<file path="config.mk">
export PLATFORM = sky130hd
export DESIGN_NAME = rf_bypass_sb_flat
export DESIGN_NICKNAME = d
export VERILOG_FILES = /design/src/rtl/rf_bypass_sb_if.sv /design/src/rtl/rf_bypass_sb.sv /design/src/flat_wrapper.sv
export SDC_FILE = /design/constraint.sdc
export NUM_CORES = 1
export LEC_CHECK = 0
export BUFFER_PORTS_ARGS = -buffer_cell sky130_fd_sc_hd__buf_4
export CAP_MARGIN = 0
export CORE_ASPECT_RATIO = 0.75
export CORE_MARGIN = 5
export CORE_UTILIZATION = 55
export DETAILED_ROUTE_END_ITERATION = 16
export HOLD_SLACK_MARGIN = 0.03
export PLACE_DENSITY = 0.75
export SETUP_SLACK_MARGIN = 0.3
export SYNTH_ARGS = -nofsm -noshare
export SYNTH_HDL_FRONTEND = slang
export SYNTH_SLANG_ARGS = --single-unit
export TNS_END_PERCENT = 10
</file>
<file path="constraint.sdc">
create_clock -name clk -period 2.5 [get_ports clk]
set_input_delay 0 -clock clk [delete_from_list [all_inputs] [get_ports clk]]
set_output_delay 0 -clock clk [all_outputs]
set_load 0.02 [all_outputs]
</file>
<file path="src/rtl/rf_bypass_sb_if.sv">
// Register-file bus: read selects/data/busy, write and issue strobes,
// plus the scoreboard vector and sticky error flag seen by decode.
interface rf_bypass_sb_if #(
  parameter int WIDTH  = 16,
  parameter int NREGS  = 8,
  parameter int NUM_RD = 2
);
  localparam int AW = $clog2(NREGS);

  logic [NUM_RD*AW-1:0]    rd_sel;
  logic [NUM_RD*WIDTH-1:0] rd_data;
  logic [NUM_RD-1:0]       rd_busy;
  logic                    wr_en;
  logic [AW-1:0]           wr_sel;
  logic [WIDTH-1:0]        wr_data;
  logic                    iss_en;
  logic [AW-1:0]           iss_sel;
  logic [NREGS-1:0]        pend;
  logic                    err;

  modport master (
    output rd_sel, wr_en, wr_sel, wr_data, iss_en, iss_sel,
    input  rd_data, rd_busy, pend, err
  );

  modport slave (
    input  rd_sel, wr_en, wr_sel, wr_data, iss_en, iss_sel,
    output rd_data, rd_busy, pend, err
  );
endinterface

</file>
<file path="src/rtl/rf_bypass_sb.sv">
// Parametrised register file with write-to-read bypass, pending scoreboard and
// sticky illegal-select flag. Define RF_ZERO_REG_EN to hardwire register 0 to zero.
module rf_bypass_sb #(
  parameter int WIDTH  = 16,
  parameter int NREGS  = 8,
  parameter int NUM_RD = 2
) (
  input  logic          clk,
  input  logic          rst,
  rf_bypass_sb_if.slave bus
);
  localparam int AW   = $clog2(NREGS);
  localparam bit POW2 = (NREGS == (1 << AW));
`ifdef RF_ZERO_REG_EN
  localparam bit ZERO_REG = 1'b1;
`else
  localparam bit ZERO_REG = 1'b0;
`endif

  logic [WIDTH-1:0] regs [NREGS];
  logic [NREGS-1:0] pend_q;
  logic [NREGS-1:0] pend_d;
  logic             err_q;
  logic             wr_legal;
  logic             iss_legal;
  logic             wr_commit;
  logic             iss_commit;

  // With a power-of-two register count every select encodes a real register.
  generate
    if (POW2) begin : g_legal_pow2
      assign wr_legal  = 1'b1;
      assign iss_legal = 1'b1;
    end else begin : g_legal_cmp
      assign wr_legal  = (bus.wr_sel  < AW'(NREGS));
      assign iss_legal = (bus.iss_sel < AW'(NREGS));
    end
  endgenerate

  assign wr_commit  = bus.wr_en  & wr_legal  & ~(ZERO_REG && (bus.wr_sel  == '0));
  assign iss_commit = bus.iss_en & iss_legal & ~(ZERO_REG && (bus.iss_sel == '0));

  // Issue is applied after writeback so a younger producer keeps the bit set.
  always_comb begin
    pend_d = pend_q;
    if (wr_commit) begin
      pend_d[bus.wr_sel] = 1'b0;
    end
    if (iss_commit) begin
      pend_d[bus.iss_sel] = 1'b1;
    end
  end

  always_ff @(posedge clk or negedge rst) begin
    if (!rst) begin
      for (int r = 0; r < NREGS; r++) begin
        regs[r] <= '0;
      end
      pend_q <= '0;
      err_q  <= 1'b0;
    end else begin
      if (wr_commit) begin
        regs[bus.wr_sel] <= bus.wr_data;
      end
      pend_q <= pend_d;
      if ((bus.wr_en & ~wr_legal) | (bus.iss_en & ~iss_legal)) begin
        err_q <= 1'b1;
      end
    end
  end

  generate
    for (genvar i = 0; i < NUM_RD; i++) begin : g_rd
      logic [AW-1:0] sel;
      logic          sel_in;
      logic          sel_ok;
      logic          fwd;

      assign sel = bus.rd_sel[i*AW +: AW];

      if (POW2) begin : g_in_pow2
        assign sel_in = 1'b1;
      end else begin : g_in_cmp
        assign sel_in = (sel < AW'(NREGS));
      end

      assign sel_ok = sel_in & ~(ZERO_REG && (sel == '0));
      assign fwd    = wr_commit & (bus.wr_sel == sel);

      assign bus.rd_data[i*WIDTH +: WIDTH] = !sel_ok ? '0 :
                                             fwd     ? bus.wr_data :
                                                       regs[sel];
      // A result landing this cycle is forwarded, so it no longer stalls the reader.
      assign bus.rd_busy[i] = sel_in & pend_q[sel] & ~(bus.wr_en & (sel == bus.wr_sel));
    end
  endgenerate

  assign bus.pend = pend_q;
  assign bus.err  = err_q;
endmodule
</file>
<file path="src/flat_wrapper.sv">
// flat-port wrapper written by rule: the top's interface ports become plain ports
module rf_bypass_sb_flat 
#(
  parameter int WIDTH  = 16,
  parameter int NREGS  = 8,
  parameter int NUM_RD = 2
)
  (clk, rst, bus_rd_sel, bus_wr_en, bus_wr_sel, bus_wr_data, bus_iss_en, bus_iss_sel, bus_rd_data, bus_rd_busy, bus_pend, bus_err);
  rf_bypass_sb_if #(.WIDTH(WIDTH), .NREGS(NREGS), .NUM_RD(NUM_RD)) bus_i ();
  input  logic clk;
  input  logic rst;
  input wire logic [$bits(bus_i.rd_sel)-1:0] bus_rd_sel;
  input wire logic [$bits(bus_i.wr_en)-1:0] bus_wr_en;
  input wire logic [$bits(bus_i.wr_sel)-1:0] bus_wr_sel;
  input wire logic [$bits(bus_i.wr_data)-1:0] bus_wr_data;
  input wire logic [$bits(bus_i.iss_en)-1:0] bus_iss_en;
  input wire logic [$bits(bus_i.iss_sel)-1:0] bus_iss_sel;
  output wire logic [$bits(bus_i.rd_data)-1:0] bus_rd_data;
  output wire logic [$bits(bus_i.rd_busy)-1:0] bus_rd_busy;
  output wire logic [$bits(bus_i.pend)-1:0] bus_pend;
  output wire logic [$bits(bus_i.err)-1:0] bus_err;
  assign bus_i.rd_sel = bus_rd_sel;
  assign bus_i.wr_en = bus_wr_en;
  assign bus_i.wr_sel = bus_wr_sel;
  assign bus_i.wr_data = bus_wr_data;
  assign bus_i.iss_en = bus_iss_en;
  assign bus_i.iss_sel = bus_iss_sel;
  assign bus_rd_data = bus_i.rd_data;
  assign bus_rd_busy = bus_i.rd_busy;
  assign bus_pend = bus_i.pend;
  assign bus_err = bus_i.err;
  rf_bypass_sb #(.WIDTH(WIDTH), .NREGS(NREGS), .NUM_RD(NUM_RD)) u_core (.clk(clk), .rst(rst), .bus(bus_i));
endmodule
</file>
# Word-level counts from Yosys, hierarchy flattened
# Cells that the tools add are included.
# W data, S select, Z words.
[classes] n_bitwise=14 eq_ne=4 muxes=21 n_reduce_logical=3 order_cmp=10
[ops] op="$bwmux W128" count=1
[ops] op="$mux W16" count=7
[ops] op="$bmux W16 S3" count=2
[ops] op="$demux W16 S3" count=1
[ops] op="$lt A3 B4 Y1 const B" count=4
[ops] op="$mux W8" count=2
[ops] op="$eq A3 B3 Y1" count=4
[ops] op="$ge A4 B4 Y1 const B" count=3
[ops] op="$not A3 Y4" count=3
[ops] op="$and A8 B8 Y8" count=1
[ops] op="$not A8 Y8" count=1
[ops] op="$or A8 B8 Y8" count=1
[ops] op="$and A1 B1 Y1" count=6
[ops] op="$bmux W1 S3" count=2
[ops] op="$demux W1 S3" count=2
[ops] op="$ge A3 B1 Y1 const B" count=2
[ops] op="$lt A4 B1 Y1 const B" count=1
[ops] op="$mux W1" count=4
[ops] op="$logic_and A1 B1 Y1" count=3
[ops] op="$not A1 Y1" count=2
[totals] reg_bits=136 output_inout_bits=43 wordCells=61 inputBits=32

# Depth between registers and ports, before layout
# Gate-level depths: netlist (run 1).
[depth] ltp_word=9 mapped_depth=6 depth_no_buf=3

# Least setup slack after synthesis (run 1)
# No wires, ideal clock.
[synth_timing] kind="input to register" startpoint="in bus_wr_sel[0]" endpoint="reg u_core.regs[54] (netlist bit)" t_required_ns=2.375 path_buffers=2 arrival_time_ns=1.361 setup_time_ns=0.125 path_slack_ns=1.015 path_stages=5 path_cell_list="buf_2 > nand2b_1 > nor3b_2 > buf_4 > mux2_2"
[synth_via] elab_chain_len=6 elab_cells_between_ends=7 classes_between="order compare (2); mux (3); bitwise (1); reduce/logical (1)"
[synth_rtl] item="start: declaration" line="flat_wrapper.sv:14" rtl="input wire logic [$bits(bus_i.wr_sel)-1:0] bus_wr_sel;"
[synth_rtl] item="$not A3 Y4 (implied by the code) *" line="rf_bypass_sb.sv:63" rtl="regs[bus.wr_sel] <= bus.wr_data;"
[synth_rtl] item="$ge A4 B4 Y1 (implied by the code) / $lt A4 B1 Y1 (equally long branches)" line="rf_bypass_sb.sv:63"
[synth_rtl] item="$logic_and A1 B1 Y1 (implied by the code)" line="rf_bypass_sb.sv:63"
[synth_rtl] item="$mux W16 (implied by the code)" line="rf_bypass_sb.sv:63"
[synth_rtl] item="$demux W16 S3 *" line="rf_bypass_sb.sv:63"
[synth_rtl] item="$bwmux W128 *" line="rf_bypass_sb.sv:63"
[synth_rtl] item="end signal: indexed assignment" line="rf_bypass_sb.sv:63"
[synth_rtl] item="end: declaration" line="rf_bypass_sb.sv:20" rtl="logic [WIDTH-1:0] regs [NREGS];"
# Every way passes the cells marked *; elsewhere a longest branch is shown, timed or not.
# A chain may end at the register's enable or synchronous reset.

# Worst setup path after layout (run 1)
[layout_timing] startpoint="reg u_core.regs[39] (netlist bit)" endpoint="out bus_rd_data[7]"
[layout_via] elab_chain_len=4
[layout_rtl] item="$bmux W16 S3" line="rf_bypass_sb.sv:92" rtl="regs[sel];"
[layout_rtl] item="$mux W16 (implied by the code) (2 in series)" line="rf_bypass_sb.sv:92"
[layout_rtl] item="$mux W16" line="rf_bypass_sb.sv:91" rtl="fwd ? bus.wr_data :"
[layout_rtl] item="end: declaration" line="flat_wrapper.sv:18" rtl="output wire logic [$bits(bus_i.rd_data)-1:0] bus_rd_data;"
# Every way passes these cells. The select of a mux whose other input is x is not followed.

==> results_dict.tcl, run 1 <==
set metrics [dict create \
    status "complete, no violations" \
    relSlewSlack_pct 57.58 \
    r2r-end "u_core.bus.pend[0]" \
    crit_path_end_kind "primary output" \
    setup_violations 0 \
    diodes 0 \
    ys_ff_latch 136 \
    portBuffers 73 \
    max_freq_ghz 0.4871 \
    drive_above_1_share_pct 54.64 \
    p_total_uw 7788 \
    clk_pin_slew_worst_paths_ns 0.06 \
    ctsResizeCount 0 \
    period_needed_ns 2.053 \
    synth_top_flop_cell "dfrtp_1" \
    nets 612 \
    grt_overflow 0 \
    ys_async_sr_fraction_pct 100.0 \
    worstSetupPathType "register to primary output" \
    totalWireLength_microns 18430 \
    rrSetupSlack_ns 1.28 \
    peakVddDrop_mv 0.4692 \
    finalCritPeriodShare_pct 82.12 \
    cts_tree "yes" \
    crit_required_ns 2.50 \
    hpwl_microns 11390 \
    die_w_microns 149.2 \
    rows 38 \
    root_buffer "clkbuf_16" \
    numCtsBuffers 17 \
    power_density_nw_per_um2 817.4 \
    critPathMaxFanout 3 \
    fin_worst_skew_ns 0 \
    synth_enable_flop_cells 0 \
    clock_sinks 136 \
    via_per_inst 6.170 \
    leakagePower_uw 0.004213 \
    drt_first_pass_iters 4 \
    ios 75 \
    syn-cell-area_sq_um 7998 \
    yosysSeqAreaShare_pct 42.55 \
    clock_path_buffers 2 \
    synth_warnings 0 \
    syn_nets 523 \
    slew_viol_final 0 \
    first_iter_violations 246 \
    hold_viol_final 0 \
    grt_max_degree 49 \
    htree_levels 4 \
    syn_to_final_growth_pct 19.13 \
    synth.avg_cell_area_sq_um 16.29 \
    rsz0062_at_grt "no" \
    ff2ff_path_depth 3 \
    route.detailed.drc 0 \
    start_kind "register" \
    tns_ns 0 \
    worstSetupStartpoint "u_core.regs[39]" \
    place.gp.congestion 0.7926 \
    dieArea_sq_um 17080 \
    insertion_delay_ns 0.42 \
    yosysUniqueCellTypes 22 \
    grt_use_total_pct 22.95 \
    grt_pass1_vias 5193 \
    crit_chain "mux4_1, mux2_2, mux2_4, buf_4" \
    grt_first_pass_wirelength_microns 29350 \
    cpMaxStageDelayCell "mux4_1" \
    maxCapViolCount 0 \
    crit_arrival_ns 2.05 \
    antenna_found_initial 0 \
    num_vias 4893 \
    ant_nets 0 \
    hold_class "primary input to asynchronous set/reset pin" \
    worstReg2RegStart "u_core.bus.pend[0]" \
    syn_inst 491 \
    die_h_microns 114.4 \
    wl_per_cell_microns 23.23 \
    max_stage_delay_ns 0.54 \
    worst_pin_slew_ns 0.6362 \
    postCtsSetupRepairBufs 0 \
    cts_hold_buf 24 \
    core_sq_um 14360 \
    endpoint "bus_rd_data[7]" \
    start_util_pct 55.70 \
]
==> worst min-delay path by stage <==
stage                         endpoint  slack (ns)
global placement       u_core.regs[52]        0.02
global route          u_core.regs[122]        0.14
finish                u_core.regs[100]        0.13
detailed placement    u_core.regs[100]        0.03
CTS                   u_core.regs[122]        0.12
floorplan           u_core.bus.pend[0]       -0.30
==> layer usage <==
metal  vias to the layer above  track usage (%)  part of all wire (%)
met1                      2611            30.62                    42
li1                       2139                -                     -
met4                         0            7.988                   1.7
met2                       117            38.14                    50
met5                         -                0                     0
met3                        26            4.472                   6.1
==> through the flow <==
step	std cells	hold slack (ns)	cell area [sq um]	worst slack [ns]	utilization [%]
after detailed placement	737	0.03364	8678	0.6251	60.44
final	793	0.1260	9528	0.4469	66.36
after global routing	793	0.1362	9528	0.4007	66.36
after CTS	793	0.1171	9528	0.4347	66.36
after floorplan	491	-0.2956	7998	1.015	-
after global placement	737	0.01970	8678	0.6062	60.44
==> flip-flops by register name, summed over array words and instances (netlist names) <==
name / cells
u_core.regs: 128
u_core.bus.pend: 8
==> kinds of logic after synthesis <==
group                  Yosys count  share of synthesized area, %
multiplexers                   262                         50.13
flip-flops                     136                         42.55
buffers and inverters           55                         4.068
AND/OR/NAND/NOR                 23                         1.924
AO/OA/AOI/OAI                    8                        0.6258
XOR/XNOR                         6                        0.6571
other                            1                       0.04689
==> Yosys cell counts (4+ instances only) <==
| master | count | area, sq um |
|---|---|---|
| mux2_2 | 184 | 2072 |
| dfrtp_1 | 136 | 3403 |
| mux4_1 | 68 | 1787 |
| buf_1 | 16 | 60.06 |
| buf_6 | 12 | 135.1 |
| buf_2 | 11 | 55.05 |
| mux2_4 | 10 | 150.1 |
| clkbuf_1 | 8 | 30.03 |
| nand2_1 | 7 | 26.28 |
| xnor2_1 | 6 | 52.55 |
| buf_4 | 4 | 30.03 |
| inv_1 | 4 | 15.01 |
| nand2b_1 | 4 | 25.02 |
| o21ai_0 | 4 | 20.02 |
==> critical path, delay by kind of cell (launching register included) <==
family	cells	cell delay (ns)
multiplexers	3	1.09
flip-flops	1	0.38
buffers and inverters	1	0.16
==> power by group <==
group	total (uW)	switching, uW	internal, uW
logic	2200	852	1350
registers	3030	339	2690
clock network	2560	888	1670
==> cell usage in the layout, fill, tap and decap left out <==
| master | synthesis | routed |
|---|---|---|
| nand2_1 | 7 | 7 |
| nand2b_1 | 4 | 4 |
| bufinv_16 | 0 | 3 |
| clkinv_2 | 0 | 4 |
| inv_1 | 4 | 4 |
| nand4b_1 | 3 | 3 |
| nor3b_2 | 2 | 2 |
| mux2_4 | 10 | 10 |
| clkbuf_8 | 0 | 4 |
| mux4_1 | 68 | 68 |
| clkbuf_1 | 8 | 3 |
| xnor2_1 | 6 | 6 |
| buf_4 | 4 | 96 |
| dlygate4sd3_1 | 0 | 24 |
| clkinvlp_4 | 0 | 1 |
| conb_1 | 1 | 1 |
| nand4_1 | 3 | 3 |
| and2_1 | 2 | 2 |
| mux2_2 | 184 | 184 |
| o21ai_0 | 4 | 4 |
| o32ai_1 | 2 | 2 |
| o22ai_1 | 2 | 2 |
| buf_12 | 0 | 1 |
| clkbuf_16 | 0 | 17 |
| dfrtp_1 | 136 | 136 |
| nor3_2 | 2 | 2 |
==> layout make-up <==
| class | instances | area, sq um |
|---|---|---|
| Clock inverter | 8 | 117.6 |
| Sequential cell | 136 | 3403 |
| Multi-Input combinational cell | 300 | 4269 |
| Timing Repair Buffer | 121 | 980.9 |
| Clock buffer | 24 | 491.7 |
| Tap cell | 200 | 250.2 |
| Fill cell | 1032 | 4831 |
| Inverter | 4 | 15.01 |
Note: power is estimated with default switching activity, not from simulation.
==> run 2, diff against run 1 <==
--- a/config.mk
+++ b/config.mk
@@ -9,10 +9,10 @@
 export CAP_MARGIN = 0
 export CORE_ASPECT_RATIO = 0.75
 export CORE_MARGIN = 5
-export CORE_UTILIZATION = 55
+export CORE_UTILIZATION = 54
 export DETAILED_ROUTE_END_ITERATION = 16
 export HOLD_SLACK_MARGIN = 0.03
-export PLACE_DENSITY = 0.75
+export PLACE_DENSITY = 0.77
 export SETUP_SLACK_MARGIN = 0.3
 export SYNTH_ARGS = -nofsm -noshare
 export SYNTH_HDL_FRONTEND = slang
==> constraint.sdc (replaced) <==
create_clock -name clk -period 1.85 [get_ports clk]
set_input_delay 0 -clock clk [delete_from_list [all_inputs] [get_ports clk]]
set_output_delay 0 -clock clk [all_outputs]
set_load 0.02 [all_outputs]
==> run 2 against run 1 <==
  * The run now ends with setup timing left
  * Via count up 0.90%
  * Setup slack worse by 0.65 ns
  * Cell area is 2.5% higher
  * First-iteration DRC count is 54% higher
  * Critical path depth did not move
  * Routed wire length up 4.2%
  * Global-route usage grew 0.93 points
  * Count of clock-buffer cells in the layout down 4
  * Critical endpoint is now bus_rd_data[9]
  * Largest cell class unchanged
  * Highest routed layer unchanged
==> results_dict.tcl, run 2 (same netlist as run 1, synthesis figures left out) <==
set metrics [dict create \
    rrSetupSlack_ns 0.61 \
    relSlewSlack_pct 62.15 \
    route.detailed.drc 0 \
    grt_max_degree 51 \
    clock_path_buffers 2 \
    crit_path_end_kind "primary output" \
    ff2ff_path_depth 3 \
    antenna_found_initial 0 \
    portBuffers 73 \
    peakVddDrop_mv 0.7948 \
    cts_tree "yes" \
    totalWireLength_microns 19210 \
    mostFrequentLayoutCells "146 x mux2_2, 136 x dfrtp_1, 66 x mux4_2" \
    final_area_sq_um 9764 \
    power_density_nw_per_um2 1166 \
    grt_first_pass_wirelength_microns 31060 \
    leakagePower_uw 0.004214 \
    layout_setup_ws_ns -0.1988 \
    dieArea_sq_um 17370 \
    core_sq_um 14500 \
    max_stage_delay_ns 0.53 \
    hold_ws_ns 0.06655 \
    syn_to_final_growth_pct 22.09 \
    tns_ns -3.733 \
    endpoint "bus_rd_data[9]" \
    first_iter_violations 379 \
    worstSetupStartpoint "u_core.regs[73]" \
    period_needed_ns 2.049 \
    grt_pass1_vias 5392 \
    top_register "u_core.regs" \
    finalCritPeriodShare_pct 110.7 \
    r2r-end "u_core.bus.pend[4]" \
    regArea_sq_um 3403 \
    crit_chain "mux4_2, mux2_2, mux2_4, buf_6" \
    largest_reg_flops 128 \
    place.gp.congestion 0.7681 \
    critPathBufInv 1 \
    post-place-ws_ns 0.2299 \
    worstSetupPathType "register to primary output" \
    cp_num_cells 4 \
    grt_use_total_pct 23.89 \
    rsz0062_at_grt "yes" \
    numCtsBuffers 17 \
    hold_class "primary input to asynchronous set/reset pin" \
    fin_worst_skew_ns 0 \
    num_vias 4937 \
    drive_above_1_share_pct 66.83 \
    clock_sinks 136 \
    via_per_inst 6.194 \
    layout_commonest_cell "mux2_2" \
    top_usage_layer "met2" \
    start_util_pct 55.15 \
    grt_overflow 0 \
    fillers 1024 \
    ios 75 \
    crit_arrival_ns 2.05 \
    gr-usage-met1_pct 31.88 \
    htree_levels 4 \
    status "finished with violations" \
    nets 616 \
    worstReg2RegStart "u_core.bus.pend[4]" \
    worst_pin_slew_ns 0.5677 \
    ant_nets 0 \
    cpMaxStageDelayCell "mux4_2" \
    die_h_microns 115.4 \
    root_buffer "clkbuf_16" \
    die_w_microns 150.5 \
    hold_viol_final 0 \
    crit_family "multiplexers" \
    wl_per_cell_microns 24.10 \
    placed_area_sq_um 8811 \
    maxCapViolCount 0 \
    multi_input_area_sq_um 4169 \
    slew_viol_final 0 \
    violations "setup timing" \
    hpwl_microns 11600 \
    setup_violations 33 \
    insertion_delay_ns 0.42 \
    critPathMaxFanout 3 \
    max_freq_ghz 0.4881 \
    rows 38 \
    grtUsageMet2_pct 39.18 \
    start_kind "register" \
    diodes 0 \
    clk_pin_slew_worst_paths_ns 0.05 \
    drt_first_pass_iters 5 \
    crit_required_ns 1.85 \
    grt_use_met3_pct 5.831 \
]
-- run 2: changes by cell type in the layout (fill, tap and decap cells not counted), moves of 2 or more --
cell        delta
and2_1         -2
and2_4         +2
buf_12        +10
buf_4         -40
buf_6         +34
bufinv_16      +2
clkbuf_1       -3
clkinvlp_4     +2
mux2_2        -38
mux2_4        +38
mux4_1        -66
mux4_2        +66
-- run 2: how the worst min path moves through the flow --
stage	from	to	slack, ns
after floorplan	rst	u_core.bus.pend[0]	-0.30
after global placement	rst	u_core.regs[53]	-0.05
after detailed placement	rst	u_core.regs[85]	-0.04
after CTS	rst	u_core.regs[69]	0.05
after global routing	rst	u_core.regs[69]	0.09
final	rst	u_core.regs[21]	0.07
-- run 2: per-layer routing --
layer  up-vias  share of wire [%]
met5         -                  0
met2       176                 50
met4         0                1.8
li1       2079                  -
met3        30                5.9
met1      2652                 42
-- run 2: timing repair --
item,in CTS,in global routing
setup buffers,0,3
endpoints found under the setup margin,34,34
hold endpoints to repair,272,0
hold buffers,24,0
gates resized for setup,115,25
pin swaps,0,0
-- run 2: power by group --
group | total [uW] | internal (uW) | switching, uW
sequential | 4150 | 3640 | 520
combinational | 3470 | 2200 | 1280
clock | 3750 | 2490 | 1260
-- run 2: area by class of cell --
class                           instances  share of cell area (%)
Clock buffer                           20                   4.780
Clock inverter                         12                   2.012
Inverter                                4                  0.1538
Multi-Input combinational cell        300                   42.70
Sequential cell                       136                   34.85
Tap cell                              200                   2.563
Timing Repair Buffer                  125                   12.94
-- run 2: per-stage QoR --
| stage | total power [uW] | util, % | std cells |
|---|---|---|---|
| final | 11380 | 67.33 | 797 |
| after global routing | 11890 | 67.33 | 797 |
| after CTS | 11360 | 67.06 | 794 |
| after detailed placement | 7118 | 60.76 | 738 |
| after global placement | 6958 | 60.76 | 738 |
| after floorplan | 6127 | - | 491 |
==> run 3, diff against run 2 <==
--- a/config.mk
+++ b/config.mk
@@ -9,10 +9,9 @@
 export CAP_MARGIN = 0
 export CORE_ASPECT_RATIO = 0.75
 export CORE_MARGIN = 5
-export CORE_UTILIZATION = 54
+export CORE_UTILIZATION = 40
 export DETAILED_ROUTE_END_ITERATION = 16
 export HOLD_SLACK_MARGIN = 0.03
-export PLACE_DENSITY = 0.77
 export SETUP_SLACK_MARGIN = 0.3
 export SYNTH_ARGS = -nofsm -noshare
 export SYNTH_HDL_FRONTEND = slang
==> run 3 against run 2 <==
  * The run still ends with setup timing left
  * Total power is 3.2% lower
  * Clock power is 9.9% lower
  * Flip-flop and latch count stayed put
  * Cell area is 0.13% lower
  * Utilization is 17 points lower
  * Register-to-register slack worse by 0.02 ns
  * Routed wire length is 5.0% higher
  * Critical path type unchanged
  * Worst hold slack better by 0.030 ns
  * Final cell count is 6.4% higher
  * Fmax is 2.6% higher
  * Clock skew stayed put
  * Global-route usage is 6.1 points lower
==> results_dict.tcl, run 3 (same netlist as run 1, synthesis figures left out) <==
set metrics [dict create \
    status "finished with violations" \
    violations "setup timing" \
    rows 44 \
    hold_ws_ns 0.09705 \
    hold_class "primary input to asynchronous set/reset pin" \
    rsz0062_at_grt "yes" \
    wl_per_cell_microns 23.78 \
    post-place-ws_ns 0.2310 \
    grt_use_total_pct 17.83 \
    fin_worst_skew_ns 0 \
    ios 75 \
    p_total_uw 11020 \
    grtUsageMet2_pct 30.45 \
    mostFrequentLayoutCells "142 x mux2_2, 136 x dfrtp_1, 66 x mux4_2" \
    combPwrFrac_pct 31.7 \
    crit_path_end_kind "primary output" \
    p_switching_uw 3015 \
    root_buffer "clkbuf_16" \
    cts_tree "yes" \
    drt_first_pass_iters 4 \
    place.gp.congestion 0.7054 \
    clk_pin_slew_worst_paths_ns 0.06 \
    largest_reg_flops 128 \
    power_density_nw_per_um2 1130 \
    start_util_pct 41.04 \
    insertion_delay_ns 0.42 \
    rrSetupSlack_ns 0.59 \
    grt_overflow 0 \
    swShare_pct 27.35 \
    top_usage_layer "met2" \
    core_sq_um 19490 \
    setup_violations 34 \
    max_freq_ghz 0.5006 \
    start_kind "register" \
    regArea_sq_um 3403 \
    leakagePower_uw 0.004186 \
    internal_power_uw 8009 \
    crit_arrival_ns 2.00 \
    syn_to_final_growth_pct 21.93 \
    multi_input_area_sq_um 4184 \
    power.share.sequential_pct 37.7 \
    peakVddDrop_mv 0.5711 \
    top_register "u_core.regs" \
    worstReg2RegStart "u_core.bus.pend[4]" \
    utilization_pct 50.04 \
    slew_viol_final 0 \
    power.share.clock_pct 30.7 \
    hold_viol_final 0 \
    ant_nets 0 \
    dieArea_sq_um 22950 \
    worstSetupPathType "register to primary output" \
    grt_use_met3_pct 4.278 \
    worst_pin_slew_ns 0.5742 \
    layout_setup_ws_ns -0.1476 \
    period_needed_ns 1.998 \
    die_h_microns 132.5 \
    nets 616 \
    totalWireLength_microns 20170 \
    first_iter_violations 238 \
    clock_path_buffers 2 \
    numCtsBuffers 17 \
    diodes 0 \
    crit_required_ns 1.85 \
    route.detailed.drc 0 \
    drive_above_1_share_pct 66.39 \
    critPathMaxFanout 3 \
    fillers 1690 \
    num_vias 4845 \
    layout_commonest_cell "mux2_2" \
    grt_pass1_vias 5340 \
    hpwl_microns 12320 \
    ff2ff_path_depth 3 \
    clock_sinks 136 \
    portBuffers 73 \
    gr-usage-met1_pct 22.90 \
    via_per_inst 5.713 \
    htree_levels 4 \
    finalCritPeriodShare_pct 108.0 \
    die_w_microns 173.3 \
    antenna_found_initial 0 \
    grt_first_pass_wirelength_microns 31660 \
    relSlewSlack_pct 61.72 \
    maxCapViolCount 0 \
    r2r-end "u_core.bus.pend[4]" \
    grt_max_degree 39 \
]
## run 3: repair_timing
item | 4_1_cts | 5_1_grt
setup endpoints to repair | 34 | 34
hold buffers | 24 | 0
gates resized for setup | 100 | 43
hold endpoints to repair | 236 | 0
gates cloned | 0 | 0
setup buffers | 4 | 0
## run 3: per-layer routing
metal | vias up | wire length [microns]
met2 | 128 | 10250
li1 | 2076 | -
met4 | 0 | 259
met1 | 2621 | 8766
met5 | - | 0
met3 | 20 | 892
## run 3: critical path, stage by stage (launching register included)
cell	delay [ns]
dfrtp_1	0.39
mux4_2	0.51
mux2_4	0.29
mux2_4	0.26
buf_6	0.13
## run 3: metrics by stage
| stage | TNS, ns | std cells | area [sq um] |
|---|---|---|---|
| finish | -3.697 | 848 | 9752 |
| global route | -5.347 | 848 | 9752 |
| CTS | -4.705 | 848 | 9696 |
| detailed placement | 0 | 790 | 8857 |
| global placement | 0 | 790 | 8857 |
| floorplan | 0 | 491 | 7998 |
## run 3: cell type report
| type | instances | area share [%] |
|---|---|---|
| inverter | 4 | 0.1540 |
| multi-input combinational | 300 | 42.90 |
| timing repair buffer | 125 | 12.79 |
| clock inverter | 9 | 1.283 |
| clock buffer | 21 | 4.722 |
| tap | 253 | 3.246 |
| sequential | 136 | 34.90 |
## run 3: power groups by stage
| stage | logic (uW) | registers (uW) | clock network (uW) |
|---|---|---|---|
| after global placement | 2960 | 4060 | 0 |
| after detailed placement | 3020 | 4130 | 0 |
| after CTS | 3390 | 4120 | 3440 |
| after floorplan | 2140 | 3990 | 0 |
| after global routing | 3710 | 4220 | 3570 |
| final | 3490 | 4160 | 3380 |
## run 3: worst max-delay path by stage
stage / startpoint / endpoint / slack (ns) / depth (start not counted)
global route: u_core.regs[87] / bus_rd_data[7] / -0.20 / 4
finish: u_core.regs[64] / bus_rd_data[16] / -0.15 / 4
floorplan: bus_wr_sel[0] / u_core.regs[54] / 0.36 / 5
CTS: u_core.regs[70] / bus_rd_data[6] / -0.17 / 4
global placement: bus_rd_sel[3] / bus_rd_data[19] / 0.24 / 6
detailed placement: bus_rd_sel[3] / bus_rd_data[16] / 0.23 / 6
